[src/rtl/seg7_scan_out_if.sv]
`default_nettype none
// ============================================================================
//  Module      : seg7_scan_out_if
//  Description : Bundles the display data inputs (DIN, BLINK, DP) and the
//                multiplexed pin outputs (nDIGIT, nSEG) of seg7_scan_out.
//                master = display data source / pin observer
//                slave  = the scan driver itself
//  Signals     : DIN[23:0]   six BCD digits, digit i = DIN[4i+3:4i]
//                BLINK[5:0]  per-digit blink enable
//                DP[5:0]     per-digit decimal point, 1 = lit
//                nDIGIT[5:0] digit enables, active low
//                nSEG[7:0]   segments, active low, [7]=dp, [6:0]=g..a
//  Revision    : 1.0  initial release
// ============================================================================
interface seg7_scan_out_if;
    logic [23:0] DIN;
    logic [5:0]  BLINK;
    logic [5:0]  DP;
    logic [5:0]  nDIGIT;
    logic [7:0]  nSEG;

    modport master (
        output DIN,
        output BLINK,
        output DP,
        input  nDIGIT,
        input  nSEG
    );

    modport slave (
        input  DIN,
        input  BLINK,
        input  DP,
        output nDIGIT,
        output nSEG
    );
endinterface
`default_nettype wire

[src/rtl/seg7_scan_out.sv]
`default_nettype none
// ============================================================================
//  Module      : seg7_scan_out
//  Description : Six-digit multiplexed 7-segment driver for the CLOCK24
//                board. Each digit owns one slot of SCAN_DIV cycles; the
//                first GUARD cycles of every slot are blanked to suppress
//                ghosting. Digits with BLINK set are hidden for alternating
//                runs of BLINK_SLOTS slots.
//  Ports       : CLK      system clock
//                RST      synchronous active-high reset
//                bus      seg7_scan_out_if.slave
//                         (DIN, BLINK, DP in; nDIGIT, nSEG out)
//  Revision    : 1.0  initial release
// ============================================================================
module seg7_scan_out #(
    parameter int SCAN_DIV    = 50000,
    parameter int GUARD       = 500,
    parameter int BLINK_SLOTS = 250
) (
    input  wire logic            CLK,
    input  wire logic            RST,
    seg7_scan_out_if.slave       bus
);

    localparam int CW = $clog2(SCAN_DIV);
    localparam int BW = (BLINK_SLOTS > 1) ? $clog2(BLINK_SLOTS) : 1;

    localparam logic [CW-1:0] C_CNT_LAST  = CW'(SCAN_DIV - 1);
    localparam logic [CW-1:0] C_GUARD     = CW'(GUARD);
    localparam logic [BW-1:0] C_BCNT_LAST = BW'(BLINK_SLOTS - 1);
    localparam logic [2:0]    C_IDX_LAST  = 3'd5;

    // ------------------------------------------------------------------
    // State
    // ------------------------------------------------------------------
    logic [CW-1:0] cnt_q,     cnt_d;
    logic [2:0]    idx_q,     idx_d;
    logic [BW-1:0] bcnt_q,    bcnt_d;
    logic          phase_q,   phase_d;
    logic [3:0]    cap_val_q, cap_val_d;
    logic          cap_bl_q,  cap_bl_d;
    logic          cap_dp_q,  cap_dp_d;
    logic [5:0]    ndigit_q,  ndigit_d;
    logic [7:0]    nseg_q,    nseg_d;

    logic          w_slot_tick;
    logic          w_blank;
    logic [3:0]    w_sel_val;
    logic          w_sel_bl;
    logic          w_sel_dp;

    // Active-low segment pattern g..a for one BCD code; non-BCD codes
    // leave every segment dark.
    function automatic logic [6:0] f_decode(input logic [3:0] v);
        logic [6:0] seg;
        case (v)
            4'd0:    seg = 7'h40;
            4'd1:    seg = 7'h79;
            4'd2:    seg = 7'h24;
            4'd3:    seg = 7'h30;
            4'd4:    seg = 7'h19;
            4'd5:    seg = 7'h12;
            4'd6:    seg = 7'h02;
            4'd7:    seg = 7'h78;
            4'd8:    seg = 7'h00;
            4'd9:    seg = 7'h10;
            default: seg = 7'h7F;
        endcase
        return seg;
    endfunction

    // ------------------------------------------------------------------
    // Digit selection from the live inputs (only used at cnt == 0)
    // ------------------------------------------------------------------
    always_comb begin
        w_sel_val = bus.DIN[3:0];
        w_sel_bl  = bus.BLINK[0];
        w_sel_dp  = bus.DP[0];
        case (idx_q)
            3'd1: begin
                w_sel_val = bus.DIN[7:4];
                w_sel_bl  = bus.BLINK[1];
                w_sel_dp  = bus.DP[1];
            end
            3'd2: begin
                w_sel_val = bus.DIN[11:8];
                w_sel_bl  = bus.BLINK[2];
                w_sel_dp  = bus.DP[2];
            end
            3'd3: begin
                w_sel_val = bus.DIN[15:12];
                w_sel_bl  = bus.BLINK[3];
                w_sel_dp  = bus.DP[3];
            end
            3'd4: begin
                w_sel_val = bus.DIN[19:16];
                w_sel_bl  = bus.BLINK[4];
                w_sel_dp  = bus.DP[4];
            end
            3'd5: begin
                w_sel_val = bus.DIN[23:20];
                w_sel_bl  = bus.BLINK[5];
                w_sel_dp  = bus.DP[5];
            end
            default: begin
                w_sel_val = bus.DIN[3:0];
                w_sel_bl  = bus.BLINK[0];
                w_sel_dp  = bus.DP[0];
            end
        endcase
    end

    // ------------------------------------------------------------------
    // Next-state logic
    // ------------------------------------------------------------------
    always_comb begin
        w_slot_tick = (cnt_q == C_CNT_LAST);

        cnt_d     = w_slot_tick ? '0 : cnt_q + CW'(1);

        idx_d     = idx_q;
        bcnt_d    = bcnt_q;
        phase_d   = phase_q;
        if (w_slot_tick) begin
            idx_d = (idx_q == C_IDX_LAST) ? 3'd0 : idx_q + 3'd1;
            // Phase only moves on a slot boundary, so blink never cuts a
            // slot in half.
            if (bcnt_q == C_BCNT_LAST) begin
                bcnt_d  = '0;
                phase_d = ~phase_q;
            end else begin
                bcnt_d  = bcnt_q + BW'(1);
            end
        end

        // Snapshot the digit at slot start so mid-slot input changes
        // cannot tear the displayed value.
        cap_val_d = cap_val_q;
        cap_bl_d  = cap_bl_q;
        cap_dp_d  = cap_dp_q;
        if (cnt_q == '0) begin
            cap_val_d = w_sel_val;
            cap_bl_d  = w_sel_bl;
            cap_dp_d  = w_sel_dp;
        end

        // The capture lands during guard time, so the stale snapshot seen
        // at cnt == 0 is always hidden by the guard blank.
        w_blank = (cnt_q < C_GUARD) || (cap_bl_q && !phase_q);

        if (w_blank) begin
            ndigit_d = 6'h3F;
            nseg_d   = 8'hFF;
        end else begin
            ndigit_d = ~(6'b000001 << idx_q);
            nseg_d   = {~cap_dp_q, f_decode(cap_val_q)};
        end
    end

    // ------------------------------------------------------------------
    // Registers
    // ------------------------------------------------------------------
    always_ff @(posedge CLK) begin
        if (RST) begin
            cnt_q     <= '0;
            idx_q     <= 3'd0;
            bcnt_q    <= '0;
            phase_q   <= 1'b1;
            cap_val_q <= 4'd0;
            cap_bl_q  <= 1'b0;
            cap_dp_q  <= 1'b0;
            ndigit_q  <= 6'h3F;
            nseg_q    <= 8'hFF;
        end else begin
            cnt_q     <= cnt_d;
            idx_q     <= idx_d;
            bcnt_q    <= bcnt_d;
            phase_q   <= phase_d;
            cap_val_q <= cap_val_d;
            cap_bl_q  <= cap_bl_d;
            cap_dp_q  <= cap_dp_d;
            ndigit_q  <= ndigit_d;
            nseg_q    <= nseg_d;
        end
    end

    assign bus.nDIGIT = ndigit_q;
    assign bus.nSEG   = nseg_q;

endmodule
`default_nettype wire

[src/flat_wrapper.sv]
// flat-port wrapper written by rule: the top's interface ports become plain ports
module seg7_scan_out_flat 
#(
    parameter int SCAN_DIV    = 50000,
    parameter int GUARD       = 500,
    parameter int BLINK_SLOTS = 250
)
  (CLK, RST, bus_DIN, bus_BLINK, bus_DP, bus_nDIGIT, bus_nSEG);
  seg7_scan_out_if bus_i ();
  input  wire logic CLK;
  input  wire logic RST;
  input wire logic [$bits(bus_i.DIN)-1:0] bus_DIN;
  input wire logic [$bits(bus_i.BLINK)-1:0] bus_BLINK;
  input wire logic [$bits(bus_i.DP)-1:0] bus_DP;
  output wire logic [$bits(bus_i.nDIGIT)-1:0] bus_nDIGIT;
  output wire logic [$bits(bus_i.nSEG)-1:0] bus_nSEG;
  assign bus_i.DIN = bus_DIN;
  assign bus_i.BLINK = bus_BLINK;
  assign bus_i.DP = bus_DP;
  assign bus_nDIGIT = bus_i.nDIGIT;
  assign bus_nSEG = bus_i.nSEG;
  seg7_scan_out #(.SCAN_DIV(SCAN_DIV), .GUARD(GUARD), .BLINK_SLOTS(BLINK_SLOTS)) u_core (.CLK(CLK), .RST(RST), .bus(bus_i));
endmodule
[config.mk]
export PLATFORM = sky130hd
export DESIGN_NAME = seg7_scan_out_flat
export DESIGN_NICKNAME = d
export VERILOG_FILES = /design/src/rtl/seg7_scan_out_if.sv /design/src/rtl/seg7_scan_out.sv /design/src/flat_wrapper.sv
export SDC_FILE = /design/constraint.sdc
export NUM_CORES = 1
export LEC_CHECK = 0
export CORE_UTILIZATION = 46
export DETAILED_ROUTE_END_ITERATION = 6
export GPL_TIMING_DRIVEN = 0
export PLACE_DENSITY_LB_ADDON = 0.25
export SLEW_MARGIN = 20
export SYNTH_ARGS = -nofsm -noshare
export SYNTH_HDL_FRONTEND = slang
export SYNTH_SLANG_ARGS = --single-unit
[constraint.sdc]
create_clock -name CLK -period 2.1 [get_ports CLK]
set_input_delay 0.42 -clock CLK [delete_from_list [all_inputs] [get_ports CLK]]
set_output_delay 0.42 -clock CLK [all_outputs]
set_load 0.05 [all_outputs]
==> impl_metrics.env <==
export IMPL_routed_wl_mm=6.019
export IMPL_setup_tns_final_ns=0
export IMPL_irDropWorstVdd_mv=0.2862
export IMPL_fin_nets=411
export IMPL_grt_pass1_wl_mm=9.963
export IMPL_root_buffer="clkbuf_8"
export IMPL_clk_pin_slew_worst_paths_ns=0.09
export IMPL_grt_usage_pct=20.72
export IMPL_fin_area_mm2=0.003376
export IMPL_placed_area_mm2=0.003136
export IMPL_layoutNonFillerInstCount=434
export IMPL_p_leak_nw=1.245
export IMPL_min_period_ns=2.049
export IMPL_synth_top_area_share_pct=37.74
export IMPL_criticalPathCategory="reg -> reg"
export IMPL_reg2reg_depth=4
export IMPL_powerDensity_mw_per_mm2=513.9
export IMPL_total_power_mw=1.735
export IMPL_hp_class="reg -> reg"
export IMPL_cp_cell_sequence="or4_4, or4_4, or4_4, a21oi_2"
export IMPL_finalHoldViolCount=0
export IMPL_fp_row_count=26
export IMPL_clkLatencyLatePin_ns=0.31
export IMPL_wl_met1_mm=2.704
export IMPL_wl_met3_um=211
export IMPL_crit_top_cell="or4_4"
export IMPL_intPower_mw=1.314
export IMPL_cts_tree="built"
export IMPL_grt_antenna_before_repair=0
export IMPL_maxCapViolCount=0
export IMPL_grt_pass1_vias=2254
export IMPL_ctsHoldBuffers=0
export IMPL_slowest_delay_ns=0.57
export IMPL_crit_path_top_delay_cell="or4_4"
export IMPL_cts_buffers=5
export IMPL_slew_headroom_pct=43.90
export IMPL_ys_ff_latch=48
export IMPL_setup_violations=0
export IMPL_ys_seq_area_share_pct=37.74
export IMPL_synth_area_mm2=0.002546
export IMPL_critPathCaptureType="flop"
export IMPL_start_kind="flop"
export IMPL_grt_overflow_total=0
export IMPL_synth_warnings=0
export IMPL_viasPerCell=5.673
export IMPL_wl_met2_mm=3.027
export IMPL_fin_skew_ns=0.01203
export IMPL_crit_arrival_ns=2.30
export IMPL_syn_avg_cell_area_um2=8.403
export IMPL_antenna_left=0
export IMPL_synth_cell_type_count=49
export IMPL_period_share_pct=97.56
export IMPL_p_clk_share_pct=33.8
export IMPL_max_freq_mhz=488.1
export IMPL_cts_htree_levels=2
export IMPL_highest_layer="met4"
export IMPL_power_frac_comb_pct=11.9
export IMPL_area_growth_pct=32.58
export IMPL_pin_count=52
export IMPL_path_max_fanout=5
export IMPL_swShare_pct=24.25
export IMPL_fp_dieW_um=76.40
export IMPL_syn_nets=351
export IMPL_diodes=0
export IMPL_synth_flop_cell="dfxtp_1"
export IMPL_outcome="completed"
export IMPL_yosys_area_top_type="dfxtp_1"
export IMPL_netSwitchingPower_uw=420.7
export IMPL_coreArea_mm2=0.005205
export IMPL_layout_setup_ws_ns=0.05133
export IMPL_cts_sinks=48
export IMPL_dr_pass1_iters=4
export IMPL_synth_cells=303
export IMPL_hold_depth=1
export IMPL_slew_violations=0
export IMPL_drc_errors=0
export IMPL_gp_congestion=0.8744
export IMPL_dieArea_mm2=0.005837
export IMPL_dpl_hpwl_mm=4.413
export IMPL_drt_wirelength_per_cell_um=13.87
export IMPL_worst_pin_slew_ns=0.8351
export IMPL_clockBufferDepth=2
export IMPL_start_util_pct=48.92
export IMPL_grt_max_degree=16
export IMPL_cp_required_ns=2.35
export IMPL_dpl_worst_slack_ns=-0.2407
export IMPL_ys_top_cells_by_area="dfxtp_1 (38%), ha_1 (4.9%), a21oi_1 (3.9%)"
export IMPL_die_y_um=76.40
export IMPL_portBuffers=50
export IMPL_seq_power_share_pct=54.3
export IMPL_synth_edff_count=0
export IMPL_first_iter_violations=150
export IMPL_async_flop_share_pct=0
export IMPL_dp_cells=423
export IMPL_drive_above_1_share_pct=11.54
export IMPL_num_vias=2462
## per-stage QoR
step / hold WS [ns] / util, %
global placement: 0.4057 / 60.24
finish: 0.4248 / 64.86
floorplan: 0.3584 / -
CTS: 0.4303 / 62.93
detailed placement: 0.4130 / 60.24
global route: 0.4488 / 64.86
## path summary, 6_finish.rpt
check	slack, ns	end	from
setup / recovery	0.05	u_core.bcnt_q[4]	u_core.cnt_q[13]
hold / removal	0.42	u_core.bus.nSEG[7]	u_core.cap_dp_q
setup reg to reg	0.05	u_core.bcnt_q[4]	u_core.cnt_q[13]
hold reg to reg	0.42	u_core.bus.nSEG[7]	u_core.cap_dp_q
## registers in the layout, indices dropped and copies added, names as in the netlist
register	cells
u_core.bcnt_q	8
u_core.bus.nDIGIT	6
u_core.bus.nSEG	8
u_core.cap_bl_q	1
u_core.cap_dp_q	1
u_core.cap_val_q	4
u_core.cnt_q	16
u_core.idx_q	3
u_core.phase_q	1
## kinds of logic (layout without fill, tap and decap cells)
family | count (synthesis) | after routing | synth area share [%]
muxes | 6 | 6 | 2.359
xor gates and xnor gates | 14 | 14 | 4.815
and+or+nand+nor | 107 | 107 | 22.90
DFF | 48 | 48 | 37.74
AOI/OAI and AO/OA | 78 | 78 | 21.23
adders and majority gates | 10 | 10 | 4.914
buffers and inverters | 40 | 101 | 6.044
## Yosys cell counts (all sizes together) (6+ instances only)
cell and instances:
dfxtp 48, nor2 24, nand2 21, a21oi 20, inv 17, clkbuf 16, o21ai 16, nand3 11
a221o 10, ha 10, xor2 10, nand4 8, o211ai 7, a211oi 6, and4 6, buf 6
mux2i 6
## layout by cell type, fill, tap and decap left out, types with 3 or more instances in the layout
cell             count
clkdlybuf4s50_1     50
dfxtp_1             40
nor2_1              24
nand2_1             21
a21oi_1             19
inv_1               17
o21ai_0             16
clkbuf_1            12
nand3_1             11
xor2_1              10
a221o_1             10
nand4_1              8
buf_4                8
ha_1                 8
o211ai_1             7
dfxtp_2              7
and4_1               6
mux2i_1              6
a211oi_1             6
clkbuf_8             6
xnor2_1              4
nand2b_1             4
nor3_1               4
a222oi_1             4
nor2b_1              3
or4_4                3
and2_1               3
or3_1                3
## power by group through the flow
stage,Sequential [mW],Clock (mW),Combinational (mW)
final,0.943,0.586,0.206
after global routing,0.946,0.632,0.229
after floorplan,0.956,0,0.109
after detailed placement,0.959,0,0.201
after CTS,0.938,0.598,0.204
after global placement,0.959,0,0.198
## timing repair
| item | CTS | global route |
|---|---|---|
| gates resized for setup | 15 | 18 |
| pin swaps | 6 | 5 |
| buffers inserted | 1 | 5 |
| setup endpoints to repair | 35 | 39 |
## area by class of cell
class | instances | area [um^2]
Tap cell | 70 | 87.58
Timing Repair Buffer | 56 | 545.5
Clock buffer | 6 | 82.58
Fill cell | 438 | 1829
Multi-Input combinational cell | 215 | 1516
Clock inverter | 2 | 13.76
Inverter | 18 | 67.56
Sequential cell | 48 | 973.4
Buffer | 19 | 88.84
## layer usage
metal	up-vias	global-route usage (%)
li1	1226	-
met1	1182	25.06
met2	45	37.30
met3	9	3.353
met4	0	6.346
met5	-	0
## worst max-delay path, delay by kind of cell, from the launching register on
family	cells	cell delay (ns)
compound gates	1	0.12
simple gates	3	1.53
flops	1	0.34
Power figures use the tool's default switching activity.
